===== config.mk =====
export PLATFORM = sky130hd
export DESIGN_NAME = mem_store_buffer
export DESIGN_NICKNAME = d
export VERILOG_FILES = /design/src/rtl/mem_store_buffer.sv
export SDC_FILE = /design/constraint.sdc
export NUM_CORES = 1
export LEC_CHECK = 0
export ABC_CLOCK_PERIOD_IN_PS = 11500
export BUFFER_PORTS_ARGS = -buffer_cell sky130_fd_sc_hd__clkbuf_2
export CAP_MARGIN = 5
export CORE_MARGIN = 1.5
export CORE_UTILIZATION = 50
export DETAILED_ROUTE_END_ITERATION = 6
export PLACE_DENSITY = 0.71
export SETUP_SLACK_MARGIN = 0.05
export SYNTH_ARGS = -nofsm -noshare
export SYNTH_HDL_FRONTEND = slang
export SYNTH_SLANG_ARGS = --single-unit

===== constraint.sdc =====
create_clock -name clk_i -period 11.5 [get_ports clk_i]
set_input_delay 2.875 -clock clk_i [delete_from_list [all_inputs] [get_ports clk_i]]
set_output_delay 2.875 -clock clk_i [all_outputs]
set_load 0.05 [all_outputs]

===== src/rtl/mem_store_buffer.sv =====
// Store buffer: circular FIFO of pending {addr, data} stores draining to data memory when loads are idle.
// Define STORE_BUFFER_FWD_EN for load forwarding; otherwise a matching load stalls and forces a drain.
module mem_store_buffer #(
  parameter int DEPTH = 4
) (
  input  logic                       clk_i,
  input  logic                       rst_i,
  input  logic                       st_valid_i,
  output logic                       st_ready_o,
  input  logic [31:0]                st_addr_i,
  input  logic [31:0]                st_data_i,
  input  logic                       ld_valid_i,
  input  logic [31:0]                ld_addr_i,
  output logic [31:0]                ld_data_o,
  output logic                       ld_stall_o,
  output logic                       mem_write_enable_o,
  output logic [31:0]                mem_address_o,
  output logic [31:0]                mem_write_data_o,
  input  logic [31:0]                mem_read_data_i,
  output logic [$clog2(DEPTH):0]     count_o,
  output logic                       empty_o
);

  localparam int AW = $clog2(DEPTH);
  localparam int CW = AW + 1;
  localparam logic [CW-1:0] FULL_CNT = CW'(DEPTH);

  logic [AW-1:0] head_q, head_d, tail_q, tail_d;
  logic [CW-1:0] count_q, count_d;
  logic [31:0]   ent_addr_q [DEPTH];
  logic [31:0]   ent_addr_d [DEPTH];
  logic [31:0]   ent_data_q [DEPTH];
  logic [31:0]   ent_data_d [DEPTH];

  logic          full_s, push_s, drain_s, hit_s, ld_hit_s;
  logic [31:0]   hit_data_s;

  assign full_s = (count_q == FULL_CNT);
  assign push_s = st_valid_i && !full_s;

  // Scan oldest to youngest so the last hit wins (youngest matching store).
  always_comb begin
    hit_s      = 1'b0;
    hit_data_s = 32'd0;
    for (int k = 0; k < DEPTH; k++) begin
      logic [AW-1:0] idx;
      logic          hit_k;
      idx        = head_q + AW'(k);
      hit_k      = (CW'(k) < count_q) && (ent_addr_q[idx] == ld_addr_i);
      hit_data_s = hit_k ? ent_data_q[idx] : hit_data_s;
      hit_s      = hit_s | hit_k;
    end
  end

  assign ld_hit_s = ld_valid_i && hit_s;

`ifdef STORE_BUFFER_FWD_EN
  assign drain_s    = (count_q != '0) && (!ld_valid_i || full_s);
  assign ld_stall_o = ld_valid_i && full_s;
  assign ld_data_o  = ld_hit_s ? hit_data_s : mem_read_data_i;
`else
  assign drain_s    = (count_q != '0) && (!ld_valid_i || full_s || ld_hit_s);
  assign ld_stall_o = ld_valid_i && (full_s || ld_hit_s);
  assign ld_data_o  = mem_read_data_i;
`endif

  assign st_ready_o         = !full_s;
  assign count_o            = count_q;
  assign empty_o            = (count_q == '0);
  assign mem_write_enable_o = drain_s;
  assign mem_address_o      = drain_s ? ent_addr_q[head_q] : ld_addr_i;
  assign mem_write_data_o   = ent_data_q[head_q];

  // Next-state for pointers, occupancy and entry storage.
  always_comb begin
    head_d     = head_q + (drain_s ? AW'(1) : AW'(0));
    tail_d     = tail_q + (push_s ? AW'(1) : AW'(0));
    count_d    = count_q + CW'(push_s) - CW'(drain_s);
    ent_addr_d = ent_addr_q;
    ent_data_d = ent_data_q;
    ent_addr_d[tail_q] = push_s ? st_addr_i : ent_addr_q[tail_q];
    ent_data_d[tail_q] = push_s ? st_data_i : ent_data_q[tail_q];
  end

  // Valid state only; reset discards every pending store.
  always_ff @(posedge clk_i or posedge rst_i) begin
    if (rst_i) begin
      head_q  <= '0;
      tail_q  <= '0;
      count_q <= '0;
    end else begin
      head_q  <= head_d;
      tail_q  <= tail_d;
      count_q <= count_d;
    end
  end

  // Entry payload carries no reset; occupancy alone defines validity.
  always_ff @(posedge clk_i) begin
    ent_addr_q <= ent_addr_d;
    ent_data_q <= ent_data_d;
  end

endmodule


## After elaboration in Yosys (flattened, before gate mapping)

Cells that the tools add are included.

| cells by class | value |
|---|---|
| equality and inequality tests | 5 |
| $lt $le $gt $ge | 10 |
| bitwise gates (word level) | 8 |
| add/sub/neg operators | 7 |
| multiplexer cells | 30 |
| reduce and logical (&&, ||, !) cells | 16 |

Operators with widths:

| operator | count |
|---|---|
| $mux 32 | 18 |
| $bmux 32 s2 | 7 |
| $bwmux 128 | 2 |
| $eq 32x32->1 | 4 |
| $demux 32 s2 | 1 |
| $ge 3x3->1 const B | 5 |
| $not 2->3 | 5 |
| $logic_and 1x1->1 | 9 |
| $lt 1x3->1 const A | 2 |
| $lt 2x3->1 const A | 2 |
| $add 2x1->2 | 2 |
| $add 2x2->2 const B | 2 |
| $add 3x1->3 | 1 |
| $eq 3x3->1 const B | 1 |
| $logic_not 3->1 | 1 |
| $logic_or 1x1->1 | 3 |
| $lt 3x1->1 const B | 1 |
| $or 1x1->1 | 3 |
| $reduce_bool 3->1 | 1 |
| $sub 3x1->3 | 1 |
| $add 2x1->2 const B | 1 |
| $logic_not 1->1 | 2 |
| $mux 1 | 2 |

| word-level totals | value |
|---|---|
| output and inout bits | 103 |
| input port bits | 132 |
| word-level logic and storage cells | 87 |
| register bits | 263 |

## Logic depth before layout (Yosys ltp)

| depth | value |
|---|---|
| word-level depth | 15 |
| depth in mapped cells | 20 |
| gate-level depth less buffers | 16 |

## Worst setup path after synthesis

OpenSTA, ideal clock, no wires.

| timing path | value |
|---|---|
| path kind | input port to output port |
| start | in ld_addr_i[14] |
| end | out mem_address_o[18] |
| slack | 2.982 ns |
| data arrival time | 5.643 ns |
| stages | 9 |
| buffers on the path | 2 |
| required time | 8.625 ns |
| cell sequence | buf_1 o22ai_1 or4_1 a2111oi_2 nand4_1 o22ai_2 o41ai_4 buf_6 mux2i_1 |

| between the ends | value |
|---|---|
| word-level cells in the longest chain between the ends | 9 |

RTL lines:

| item | line | source |
|---|---|---|
| from (decl) | 13 | `input logic [31:0] ld_addr_i,` |
| $eq 32x32->1 | 49 | `hit_k = (CW'(k) < count_q) && (ent_addr_q[idx] == ld_addr_i);` |
| $logic_and 1x1->1 | 49 |  |
| $or 1x1->1 (2 in series) | 51 | `hit_s = hit_s \| hit_k;` |
| $or 1x1->1 (*) | 51 |  |
| $logic_and 1x1->1 (*) | 55 | `assign ld_hit_s = ld_valid_i && hit_s;` |
| $logic_or 1x1->1 (*) | 62 | `assign drain_s = (count_q != '0) && (!ld_valid_i \|\| full_s \|\| ld_hit_s);` |
| $logic_and 1x1->1 (*) | 62 |  |
| $mux 32 (*) | 71 | `assign mem_address_o = drain_s ? ent_addr_q[head_q] : ld_addr_i;` |
| to (decl) | 17 | `output logic [31:0] mem_address_o,` |

Mark *: on every way between the ends. The rest lies on a longest branch, timed or not.

## Worst setup path after layout

| timing path | value |
|---|---|
| start | reg head_q[1] |
| end | out mem_address_o[7] |

| between the ends | value |
|---|---|
| word-level cells in the longest chain between the ends | 14 |

RTL lines:

| item | line | source |
|---|---|---|
| from (decl) | 28 | `logic [AW-1:0] head_q, head_d, tail_q, tail_d;` |
| from (signal assigned) | 88 | `head_q <= '0;` |
| from (signal assigned) | 92 | `head_q <= head_d;` |
| $add 2x1->2 | 48 | `idx = head_q + AW'(k);` |
| $not 2->3 | -- |  |
| $bmux 32 s2 | 49 |  |
| $mux 32 (not written as such) (2 in series) | 49 |  |
| $eq 32x32->1 | 49 |  |
| $logic_and 1x1->1 | 49 |  |
| $or 1x1->1 (3 in series) | 51 |  |
| $logic_and 1x1->1 | 55 |  |
| $logic_or 1x1->1 | 62 |  |
| $logic_and 1x1->1 | 62 |  |
| $mux 32 (*) | 71 |  |

Mark *: on every way between the ends. The rest lies on a longest branch, timed or not. The select of a mux whose other input is x is not followed.

==> PnR_summary.wiki <==
{| class="wikitable"
! Metric !! Value
|-
| Die W || 187 um
|-
| Number of nets in the synthesized netlist || 1237
|-
| Remaining antenna violation count || 0
|-
| Hold Vio Cnt, Final || 0
|-
| Crit path kind || flop to output pin
|-
| Final setup violating endpoints || 0
|-
| Die outline height || 187 um
|-
| Input/output buffers || 170
|-
| Transition time of the tightest slew-check pin || between 1 and 1.5 ns
|-
| Clock-pin slew on the worst setup and hold paths || 0.06 ns
|-
| Worst rel slew slack || 0.209
|-
| HPWL Detailed || 34.1 mm
|-
| Buffers plus inverters on the worst setup path || 5
|-
| Critical register-to-register path startpoint || head_q[1]$_DFF_PP0_
|-
| Post-cts sizing count || 0
|-
| Vias/cell || 6.51
|-
| Cell at the root of the clock tree || clkbuf_16
|-
| Total of max-cap violations || 0
|-
| Most frequent cell on the critical path || buf_4
|-
| Global Route Usage Sum || 0.274
|-
| Final estimated routing congestion in global placement || 0.986
|-
| Ys flop type || edfxtp_1
|-
| Peak clock frequency supported by timing || 115 MHz
|-
| Critical Path Max Stage Delay || 0.72 ns
|-
| TritonCTS sink count || 263
|-
| Total of hold buffers inserted after clock tree synthesis || 0
|-
| Area share of the largest cell type after synthesis || 0.456
|-
| CTS Buf Count || 29
|-
| Total negative slack || 0 ns
|-
| Full die area || 34800 um^2
|-
| Cell family with the largest share of critical-path delay || buffers and inverters
|-
| Synth Cell Area || about 17000 um^2
|-
| Nets || roughly 1300
|-
| TritonCTS clock tree || built
|-
| Core Rows || 67
|-
| Number of H-tree levels || 1
|-
| Min cycle time layout || 8.68 ns
|-
| Number of DRC violations after detailed routing || 0
|-
| Slew Viols, Final || 0
|-
| Post-synthesis instance total || ~1100
|-
| Drt initial violations || 930
|-
| Post-CTS setup buffer count || 0
|-
| Share of flip-flops with an asynchronous set or reset || 0.0266
|-
| Result of the run || finished, final reports clean
|-
| Clk Latency, worst-skew pair || 0.58 ns
|-
| Worst hold slack || 0.815 ns
|-
| First-pass GRT wire length || a little over 70 mm
|-
| Data arrival at the endpoint of the critical path || 5.81 ns
|-
| Ports placed on the boundary || 235
|-
| Sequence of cells on the critical path || buf_12 > buf_4 > mux2i_1 > xnor2_1 > or4_1 > a2111oi_2 > nand4_1 > inv_1 > o41ai_4 > buf_4 > mux2_4 > clkbuf_2
|-
| Number of antenna violations at the first check in global routing || 3
|-
| DR WL/cell || about 29 um
|-
| Sequential-to-total area share from yosys stat || 0.467
|-
| CORE AREA || 33400 um^2
|-
| Area leader, netlist || edfxtp_1
|-
| First-pass iteration count of the detailed router || 7
|-
| CP max FO || 131
|-
| Dpl ws || 2.91 ns
|-
| Register-to-register setup slack || 5.47 ns
|-
| Via count of the first global-routing pass || 11037
|-
| Unrepaired setup endpoints after global routing || false
|-
| Number of buffers between clock root and the deepest sink || 3
|-
| Yosys warnings || 0
|-
| Top cells by count, synth || edfxtp_1 (256), mux4_2 (148), mux2i_1 (109), mux2_2 (83), xnor2_1 (68)
|-
| Hold Startpoint || count_o[0]$_DFF_PP0_
|-
| EDFF count, synth || 256
|-
| Largest net degree at the start of global routing || 132
|-
| Via count || 10802
|-
| Kind of start point of the critical path || flop
|-
| Total detailed-routing wirelength || just under 50 mm
|-
| Worst setup startpoint || head_q[1]$_DFF_PP0_
|-
| Synthesized flop and latch total || 263
|-
| Most numerous cell in the Yosys netlist || edfxtp_1
|-
| Area delta synth->final || 11.2%
|-
| Least setup slack across all paths after layout || ~2.8 ns
|-
| Worst path required time || approximately 8.6 ns
|-
| Layout cell share with drive strength beyond 1 || 0.417
|-
| Ratio of final minimum period to clock period || 0.755
|-
| Worst Skew || 0.0272 ns
|-
| Initial Utilization || 0.505
|-
| Mean area per synthesized cell || 15.3 um^2
|-
| Nature of the critical path endpoint || output pin
|-
| Yosys cell types || 65
|-
| Worst-path cell with the longest stage delay || dfrtp_4
|-
| Congestion Overflow GR || 0
|-
| HP Class || flop to flop
|-
| Largest cells by area after synthesis || edfxtp_1 (46%), mux4_2 (20%), mux2i_1 (6.5%), mux2_2 (5.5%), xnor2_1 (3.5%)
|}
[final cells by class]
class                           instances  area, um^2
Fill cell                            2705       14600
Multi-Input combinational cell        684        8140
Sequential cell                       263        7880
Timing Repair Buffer                  185         988
Clock buffer                           31         733
Tap cell                              448         561
Clock inverter                         23         358
Inverter                               23        86.3
Antenna cell                            2        5.00
[sequential cells by signal, summed over array words and instances (netlist names)]
| register | cells |
|---|---|
| ent_data_q | 128 |
| tail_q | 2 |
| head_q | 2 |
| count_o | 3 |
| ent_addr_q | 128 |
[cell usage in the layout (no fill, tap or decap), types with 4 or more instances in the layout]
| cell type | count |
|---|---|
| a211oi_1 | 5 |
| dfrtp_4 | 4 |
| o2111ai_1 | 6 |
| a21oi_1 | 15 |
| clkinv_2 | 5 |
| a2bb2oi_1 | 7 |
| clkbuf_2 | 170 |
| o22ai_1 | 17 |
| mux2_2 | 83 |
| bufinv_16 | 9 |
| ha_1 | 6 |
| o21ai_0 | 19 |
| clkbuf_16 | 29 |
| inv_1 | 22 |
| xor2_1 | 26 |
| a221oi_1 | 7 |
| nor4_1 | 8 |
| edfxtp_1 | 256 |
| clkinv_1 | 5 |
| nand2_1 | 22 |
| a2111oi_0 | 5 |
| mux2_4 | 24 |
| xnor2_1 | 68 |
| nand4_1 | 16 |
| buf_4 | 13 |
| o221ai_1 | 5 |
| nor2b_1 | 4 |
| mux4_2 | 148 |
| o2bb2ai_1 | 5 |
| nor2_1 | 14 |
| mux2i_1 | 109 |
| a22oi_1 | 6 |
| nand3_1 | 5 |
[metrics by stage]
stage / utilization / area, um^2 / std cells
after floorplan: - / 16900 / 1098
after global placement: 0.529 / 17600 / 1603
after detailed placement: 0.529 / 17600 / 1603
after CTS: 0.562 / 18700 / 1657
after global routing: 0.562 / 18700 / 1657
final: 0.562 / 18700 / 1659
[cells by family after synthesis]
| kind of cell | after synthesis | share of synthesized area |
|---|---|---|
| mux | 368 | 0.342 |
| flops | 263 | 0.467 |
| buf+inv | 151 | 0.0526 |
| compound gates | 122 | 0.0544 |
| xor+xnor | 94 | 0.0489 |
| simple gates | 93 | 0.0298 |
| fa+ha+maj | 7 | 0.00564 |
[metal layers]
metal	track usage	vias up	share of wire
met2	0.455	428	0.49
met4	0.0915	2	0.035
met3	0.0481	88	0.067
met1	0.368	5661	0.41
met5	0	-	0.00027
li1	-	4623	-
[path summary, 6_finish.rpt]
| check | depth (start not counted) | end |
|---|---|---|
| max in group asynchronous | 2 | tail_q[1]$_DFF_PP0_ |
| worst max-delay path | 12 | mem_address_o[7] |
| worst min register to register | 1 | count_o[0]$_DFF_PP0_ |
| worst max register to register | 17 | count_o[2]$_DFF_PP0_ |
| worst min-delay path | 1 | count_o[0]$_DFF_PP0_ |
| min in group asynchronous | 2 | count_o[0]$_DFF_PP0_ |
Power is left out: the tool's default activity adds up to more than one toggle a clock period on the data nets, which glitch-free logic cannot reach.
